===== src/rtl/vlog_tb_pkg.sv =====
// Shared definitions for the serializer slice: state encoding, width limit and a
// constant-friendly ceil(log2) helper.
package vlog_tb_pkg;

    localparam int unsigned MAX_W = 64;

    localparam logic [1:0] ST_IDLE  = 2'd0;
    localparam logic [1:0] ST_SHIFT = 2'd1;
    localparam logic [1:0] ST_GAP   = 2'd2;

    typedef enum logic [1:0] {
        StIdle  = ST_IDLE,
        StShift = ST_SHIFT,
        StGap   = ST_GAP
    } state_e;

    // Never returns less than 1 so a single-state counter still has a bit.
    function automatic int unsigned clog2(input int unsigned n);
        int unsigned r;
        r = 0;
        for (int unsigned i = 0; i < 32; i++) begin
            if ((64'd1 << i) < 64'(n)) r = i + 1;
        end
        return (r == 0) ? 1 : r;
    endfunction

endpackage


===== src/rtl/vlog_bit_counter.sv =====
// Modulo-N up counter with synchronous clear, enable and a terminal-count flag.
module vlog_bit_counter #(
    parameter int unsigned N  = 8,
    parameter int unsigned CW = 3
) (
    input  logic          clk_i,
    input  logic          clear_i,
    input  logic          en_i,
    output logic [CW-1:0] count_o,
    output logic          tc_o
);

    logic [CW-1:0] count_q;

    assign tc_o    = (count_q == CW'(N - 1));
    assign count_o = count_q;

    always_ff @(posedge clk_i) begin
        if (clear_i) begin
            count_q <= '0;
        end else if (en_i) begin
            count_q <= tc_o ? '0 : count_q + CW'(1);
        end
    end

endmodule


===== src/rtl/vlog_serializer.sv =====
// Parallel-to-serial stage: takes a W-bit word on valid/ready, shifts it out one bit per
// clock on x, then holds x at IDLE_LEVEL for GAP cycles before accepting the next word.
module vlog_serializer
    import vlog_tb_pkg::*;
#(
    parameter int unsigned W          = 8,
    parameter bit          MSB_FIRST  = 1'b1,
    parameter int unsigned GAP        = 1,
    parameter bit          IDLE_LEVEL = 1'b0
) (
    input  logic         clk,
    input  logic         reset,
    input  logic [W-1:0] in_data,
    input  logic         in_valid,
    output logic         in_ready,
    output logic         x,
    output logic         busy,
    output logic         frame_done
);

    localparam int unsigned BitCw = clog2(W);
    localparam int unsigned GapN  = (GAP == 0) ? 1 : GAP;

    state_e           state_q;
    logic [W-1:0]     shreg_q;
    logic             x_q;
    logic             busy_q;
    logic             done_q;
    logic [BitCw-1:0] bit_cnt;
    logic             bit_tc;
    logic [7:0]       gap_cnt;
    logic             gap_tc;
    logic             unused_gap_cnt;
    logic             xfer;
    logic             load_bit;
    logic [W-1:0]     load_rest;
    logic             next_bit;
    logic [W-1:0]     next_rest;

    vlog_bit_counter #(
        .N (W),
        .CW(BitCw)
    ) u_bit_cnt (
        .clk_i  (clk),
        .clear_i(reset),
        .en_i   (state_q == StShift),
        .count_o(bit_cnt),
        .tc_o   (bit_tc)
    );

    vlog_bit_counter #(
        .N (GapN),
        .CW(8)
    ) u_gap_cnt (
        .clk_i  (clk),
        .clear_i(reset),
        .en_i   (state_q == StGap),
        .count_o(gap_cnt),
        .tc_o   (gap_tc)
    );

    assign unused_gap_cnt = ^gap_cnt;

    // With no gap the next word is taken during the last bit so frames abut on x.
    assign in_ready = !reset &&
                      ((state_q == StIdle) || ((GAP == 0) && (state_q == StShift) && bit_tc));
    assign xfer     = in_valid && in_ready;

    assign load_bit  = MSB_FIRST ? in_data[W-1] : in_data[0];
    assign load_rest = MSB_FIRST ? (in_data << 1) : (in_data >> 1);
    assign next_bit  = MSB_FIRST ? shreg_q[W-1] : shreg_q[0];
    assign next_rest = MSB_FIRST ? (shreg_q << 1) : (shreg_q >> 1);

    always_ff @(posedge clk) begin
        if (reset) begin
            state_q <= StIdle;
            shreg_q <= '0;
            x_q     <= IDLE_LEVEL;
            busy_q  <= 1'b0;
            done_q  <= 1'b0;
        end else begin
            unique case (state_q)
                StIdle: begin
                    if (xfer) begin
                        state_q <= StShift;
                        shreg_q <= load_rest;
                        x_q     <= load_bit;
                        busy_q  <= 1'b1;
                        done_q  <= (W == 1);
                    end
                end
                StShift: begin
                    if (!bit_tc) begin
                        shreg_q <= next_rest;
                        x_q     <= next_bit;
                        // Flag the cycle that will carry the final bit.
                        done_q  <= (W >= 2) && (bit_cnt == BitCw'(W - 2));
                    end else if (GAP != 0) begin
                        state_q <= StGap;
                        x_q     <= IDLE_LEVEL;
                        done_q  <= 1'b0;
                    end else if (xfer) begin
                        shreg_q <= load_rest;
                        x_q     <= load_bit;
                        done_q  <= (W == 1);
                    end else begin
                        state_q <= StIdle;
                        x_q     <= IDLE_LEVEL;
                        busy_q  <= 1'b0;
                        done_q  <= 1'b0;
                    end
                end
                StGap: begin
                    if (gap_tc) begin
                        state_q <= StIdle;
                        busy_q  <= 1'b0;
                    end
                end
                default: begin
                    state_q <= StIdle;
                    x_q     <= IDLE_LEVEL;
                    busy_q  <= 1'b0;
                    done_q  <= 1'b0;
                end
            endcase
        end
    end

    assign x          = x_q;
    assign busy       = busy_q;
    assign frame_done = done_q;

endmodule


===== config.mk =====
export PLATFORM = sky130hd
export DESIGN_NAME = vlog_serializer
export DESIGN_NICKNAME = d
export VERILOG_FILES = /design/src/rtl/vlog_tb_pkg.sv /design/src/rtl/vlog_bit_counter.sv /design/src/rtl/vlog_serializer.sv
export SDC_FILE = /design/constraint.sdc
export NUM_CORES = 1
export LEC_CHECK = 0
export ABC_AREA = 1
export ABC_CLOCK_PERIOD_IN_PS = 1300
export CAP_MARGIN = 20
export CORE_MARGIN = 1.5
export CORE_UTILIZATION = 50
export CTS_BUF_LIST = sky130_fd_sc_hd__clkbuf_4
export CTS_CLUSTER_SIZE = 28
export DETAILED_ROUTE_END_ITERATION = 16
export GPL_TIMING_DRIVEN = 0
export PLACE_DENSITY_LB_ADDON = 0.2
export SYNTH_ARGS = -nofsm -noshare
export SYNTH_HDL_FRONTEND = slang
export SYNTH_SLANG_ARGS = --single-unit

===== constraint.sdc =====
create_clock -name clk -period 1.3 [get_ports clk]
set_input_delay 0.195 -clock clk [delete_from_list [all_inputs] [get_ports clk]]
set_output_delay 0.195 -clock clk [all_outputs]
set_load 0.02 [all_outputs]

==> flow_metrics.py, run 1 <==
metrics = {
    "synthesis": {
        "synth_warnings": 0,
        "syn_area_per_cell_um2": 7.03,
        "ys_ff_latch": 23,
        "yosysSeqAreaShare_pct": 41.2,
        "syn_area_um2": 1120,
        "synth_fp_nets": 175,
        "synthCells": 159,
        "synth_cell_types": 20,
    },
    "global_routing": {
        "grt_pass1_wl_mm": 4.04,
        "grt_pass1_vias": 981,
        "grt_max_degree": 13,
        "gr-total-overflow": 0,
        "grt_usage_pct": 20.7,
        "antenna_found_initial": 0,
    },
    "final_layout": {
        "nNetsFinal": 201,
        "final_core_utilization_pct": 70.7,
        "diodes": 0,
        "final_common_cell": "nand2_1",
        "syn_to_final_growth_pct": 29.2,
        "most-common-layout-cells": "nand2_1 (40), nor2_1 (26), dfxtp_1 (19), inv_1 (12), o21ai_0 (12)",
        "layout-drive-gt1-share_pct": 17.9,
    },
    "clocking": {
        "cts_buffers": 3,
        "root_buffer": "clkbuf_4",
        "clkLatencyLatePin_ns": 0.31,
        "clock_sinks": 23,
        "cts_tree": "built",
        "ctsLongestPathBuffers": 2,
        "path_clk_slew_ns": 0.13,
        "cts_max_level": 1,
    },
    "routing": {
        "vias": 1065,
        "wl_per_cell_um": 11.4,
        "first_pass_iters": 4,
        "routed_via_density": 5.05,
        "drtAntennaViolNets": 0,
        "drtIter0Drc": 19,
        "finalWirelength_mm": 2.41,
        "route.detailed.drc": 0,
    },
    "die": {
        "rows": 16,
        "core-area_um2": 2040,
        "io_pins": 15,
        "die_x_um": 50.3,
        "die_height_um": 50.3,
        "dieArea_um2": 2530,
        "initial_core_util_pct": 54.7,
    },
    "pwr": {
        "pwr-share-comb_pct": 17.5,
        "netSwitchingPower_uw": 371,
        "power_density_nw_per_um2": 942,
        "p_sw_share_pct": 27.2,
        "total_power_mw": 1.36,
        "leakagePower_nw": 0.622,
        "pwr-share-seq_pct": 56.3,
        "p_int_uw": 990,
        "ir_drop_mv": 0.630,
        "clkPwrFrac_pct": 26.2,
    },
    "placement": {
        "port_buffers": 14,
        "finalWeightedCongestion": 0.749,
        "hpwlAfterDp_mm": 1.60,
    },
    "timing": {
        "tightest_slew_ns": 0.365,
        "max_freq_ghz": 0.757,
        "setup_viol": 1,
        "finalCriticalPeriod_ns": 1.32,
        "rsz0062_at_grt": "yes",
        "max_slew_margin_pct": 75.6,
        "finClkSkew_ns": 0.00667,
        "post-route-period-util_pct": 102,
        "slew_violations": 0,
        "hold_viol": 0,
        "worst_slack_ns": -0.0218,
    },
    "setup_path": {
        "crit_chain": "ha_4, ha_4, nor2_4, inv_2, or2_1, a21oi_2",
        "path_buf_inv": 1,
        "critPathSlowestCell": "dfxtp_2",
        "cp.required_ns": 1.55,
        "start_kind": "flop",
        "cp_slowest_stage_delay_ns": 0.36,
        "endpoint_kind": "flop",
        "critPathTopFamily": "flip-flops",
        "arrival_ns": 1.57,
        "worstPathMaxFanout": 4,
        "criticalPathCategory": "reg -> reg",
        "cpMostUsedCell": "ha_4",
    },
    "outcome": {
        "status": "finished, violations left",
        "violations": "setup timing",
    },
    "hold_path": {
        "hp-class": "in -> reg",
    },
    "job": {
        "cap_violations": 0,
    },
}
## sequential cells by signal, indices dropped and copies added (netlist names)
signal	flops
u_bit_cnt.count_o	3
shreg_q	7
busy	1
state_q	2
frame_done	1
u_gap_cnt.count_o	8
x	1
## metrics by stage
step	TNS, ns	area (µm²)	instances	setup WS [ns]	hold slack, ns
4_1_cts	-0.0334	1370	207	-0.0334	0.244
5_1_grt	-0.0895	1440	211	-0.0482	0.280
6_report	-0.0218	1440	211	-0.0218	0.299
3_5_place_dp	-3.51	1290	200	-0.703	0.461
2_1_floorplan	0	1120	159	0.0417	0.264
3_3_place_gp	-3.55	1290	200	-0.708	0.454
## path summary, 6_finish.rpt
kind / slack [ns] / end / from / cells after the start
worst max-delay path: -0.02 / u_bit_cnt.count_o[1] / u_bit_cnt.count_o[0] / 6
worst min-delay path: 0.30 / u_bit_cnt.count_o[1] / reset / 2
worst min register to register: 0.47 / frame_done / frame_done / 2
worst max register to register: -0.02 / u_bit_cnt.count_o[1] / u_bit_cnt.count_o[0] / 6
## repair_timing
action | CTS | global route
pin swaps | 2 | 3
gates resized for setup | 20 | 15
setup endpoints to repair | 12 | 14
hold buffers | 0 | 0
buffers inserted | 3 | 4
## worst reg2reg max path, stage by stage (launching register included)
cell and delay [ns]:
dfxtp_2 0.36, ha_4 0.16, ha_4 0.16, nor2_4 0.10, inv_2 0.07, or2_1 0.24, a21oi_2 0.17
## layer usage
layer	track usage (%)	vias up	part of all wire, %
li1	-	549	-
met1	24.4	490	45
met2	36.6	20	50
met3	3.57	6	3.1
met4	8.33	0	2.0
met5	0	-	0
## cell usage after synthesis
cell | instances | area share, %
nand2_2 | 2 | 1.1
inv_2 | 2 | 0.67
nand4_1 | 1 | 0.56
inv_1 | 14 | 4.7
dfxtp_1 | 23 | 41
a21oi_1 | 10 | 4.5
nand3b_1 | 2 | 1.3
nor2_1 | 28 | 9.4
nand3_2 | 1 | 0.90
xor2_1 | 4 | 3.1
nor2_4 | 2 | 2.0
clkbuf_1 | 2 | 0.67
or2_0 | 1 | 0.56
nand3_1 | 6 | 2.7
buf_2 | 1 | 0.45
o21bai_1 | 1 | 0.67
nand2_1 | 40 | 13
ha_1 | 5 | 5.6
o21ai_0 | 13 | 5.8
nor2_2 | 1 | 0.56
## cell type report
type / count / area, µm²
tap: 27 / 33.8
buffer: 3 / 25.0
clock buffer: 4 / 30.0
inverter: 16 / 68.8
timing repair buffer: 21 / 185
fill: 159 / 598
sequential: 23 / 468
multi-input combinational: 117 / 633
## power by group through the flow
stage                     combinational (mW)  sequential, mW  clock [mW]
after floorplan                        0.115           0.781           0
after global placement                 0.193           0.776           0
after detailed placement               0.197           0.778           0
after CTS                              0.210           0.764       0.363
after global routing                   0.265           0.769       0.386
final                                  0.239           0.765       0.356
## kinds of logic after synthesis
family / count (synthesis) / share of synthesized area [%]
buffers and inverters: 19 / 6.49
XOR/XNOR: 4 / 3.14
AND/OR/NAND/NOR: 84 / 32.6
AO/OA/AOI/OAI: 24 / 11.0
flip-flops: 23 / 41.2
adder cells (fa/ha/maj): 5 / 5.60
No activity file was read; power rests on OpenSTA's default activity.
==> run 2, diff against run 1 <==
--- a/config.mk
+++ b/config.mk
@@ -15,6 +15,7 @@
 export DETAILED_ROUTE_END_ITERATION = 16
 export GPL_TIMING_DRIVEN = 0
 export PLACE_DENSITY_LB_ADDON = 0.2
+export SKIP_CTS_REPAIR_TIMING = 1
 export SYNTH_ARGS = -nofsm -noshare
 export SYNTH_HDL_FRONTEND = slang
 export SYNTH_SLANG_ARGS = --single-unit
==> constraint.sdc (replaced) <==
create_clock -name clk -period 1.3 [get_ports clk]
set_input_delay 0.13 -clock clk [delete_from_list [all_inputs] [get_ports clk]]
set_output_delay 0.13 -clock clk [all_outputs]
set_load 0.02 [all_outputs]
==> flow_metrics.py, run 2 (same netlist as run 1, synthesis figures left out) <==
metrics = {
    "timing": {
        "setup_tns_ns": 0,
        "hold_viol": 0,
        "post-route-period-util_pct": 98.8,
        "max_slew_margin_pct": 76.0,
        "finalCriticalPeriod_ns": 1.29,
        "max_freq_ghz": 0.778,
        "rsz0062_at_grt": "yes",
        "slew_violations": 0,
        "finClkSkew_ns": 0.00827,
        "setup_viol": 0,
        "tightest_slew_ns": 0.360,
    },
    "hold_path": {
        "hp-start": "in_data[0]",
        "hp-class": "in -> reg",
    },
    "setup_path": {
        "worstPathMaxFanout": 10,
        "criticalPathCategory": "in -> out",
        "cp-startpoint": "reset",
        "arrival_ns": 1.16,
        "r2r-start": "u_bit_cnt.count_o[0]",
        "start_kind": "input pin",
        "endpoint_kind": "output pin",
        "cp.required_ns": 1.17,
    },
    "die": {
        "dieArea_um2": 2530,
        "die_x_um": 50.3,
        "core-area_um2": 2040,
        "initial_core_util_pct": 54.7,
        "die_height_um": 50.3,
        "io_pins": 15,
        "rows": 16,
    },
    "clocking": {
        "path_clk_slew_ns": 0.13,
        "cts_tree": "built",
        "clock_sinks": 23,
        "cts_buffers": 3,
        "clkLatencyLatePin_ns": 0.31,
        "ctsLongestPathBuffers": 2,
        "root_buffer": "clkbuf_4",
        "cts_max_level": 1,
    },
    "pwr": {
        "leakagePower_nw": 0.643,
        "ir_drop_mv": 0.606,
        "power_density_nw_per_um2": 951,
    },
    "final_layout": {
        "design_area_um2": 1420,
        "diodes": 0,
        "layout-drive-gt1-share_pct": 17.2,
        "largest_reg_flops": 8,
        "layoutNonFillerInstCount": 207,
        "final_common_cell": "nand2_1",
        "nNetsFinal": 197,
        "final_core_utilization_pct": 69.6,
        "most-common-layout-cells": "nand2_1 (40), nor2_1 (22), dfxtp_1 (20), o21ai_0 (13), inv_1 (12)",
        "syn_to_final_growth_pct": 27.2,
    },
    "global_routing": {
        "grt_usage_pct": 19.7,
        "grt_max_degree": 13,
        "grt_pass1_wl_mm": 3.87,
        "antenna_found_initial": 0,
        "grt_pass1_vias": 953,
        "gr-total-overflow": 0,
    },
    "routing": {
        "first_pass_iters": 4,
        "vias": 1031,
        "route.detailed.drc": 0,
        "wl_per_cell_um": 11.1,
        "finalWirelength_mm": 2.31,
        "routed_via_density": 4.98,
        "drtAntennaViolNets": 0,
        "drtIter0Drc": 20,
    },
    "placement": {
        "place_inst": 200,
        "finalWeightedCongestion": 0.749,
        "port_buffers": 14,
        "hpwlAfterDp_mm": 1.60,
        "post_dp_cell_area_um2": 1290,
    },
    "job": {
        "cap_violations": 0,
    },
    "outcome": {
        "status": "finished, final reports clean",
    },
}
-- run 2: cell count changes in the layout (fill, tap and decap cells not counted), moves of 2 or more --
cell            change
clkbuf_4            +2
nor2_1              -4
nor2_2              +4
dlymetal6s2s_1      +3
dlygate4sd2_1       -4
buf_4               -5
-- run 2: metrics by stage --
stage,power (mW),hold slack [ns],setup WS [ns]
global route,1.41,0.388,-0.0744
detailed placement,0.975,0.461,-0.573
finish,1.35,0.370,0.0150
floorplan,0.896,0.199,0.0417
CTS,1.32,0.365,-0.577
global placement,0.968,0.454,-0.578
-- run 2: metal layers --
layer  track usage, %  wire, µm  vias up
met3             3.57        56        6
met1             23.3      1050      472
met2             35.7      1160       14
met4             6.02        32        0
li1                 -         -      539
met5                0         0        -
-- run 2: path summary, 6_finish.rpt --
check | end | slack, ns | cells after the start
setup reg to reg | shreg_q[5] | 0.04 | 8
hold reg to reg | frame_done | 0.48 | 2
setup / recovery | in_ready | 0.01 | 4
hold / removal | shreg_q[1] | 0.37 | 3
-- run 2: report_power, final --
part	internal [mW]	switching, mW
Combinational	0.103	0.131
Clock	0.140	0.211
Sequential	0.742	0.0246
-- run 2: cell type report --
| class | instances | area, µm² |
|---|---|---|
| well taps | 27 | 33.8 |
| clock buffers | 4 | 30.0 |
| plain buffers | 3 | 18.8 |
| inverters | 16 | 67.6 |
| repair buffers | 17 | 168 |
| flip-flops and latches | 23 | 464 |
| multi-input cells | 117 | 639 |
| fillers | 157 | 621 |
-- run 2: worst max-delay path, stage by stage --
cell and delay (ns):
clkdlybuf4s50_1 0.56, clkbuf_4 0.25, nor2_1 0.06, buf_4 0.15
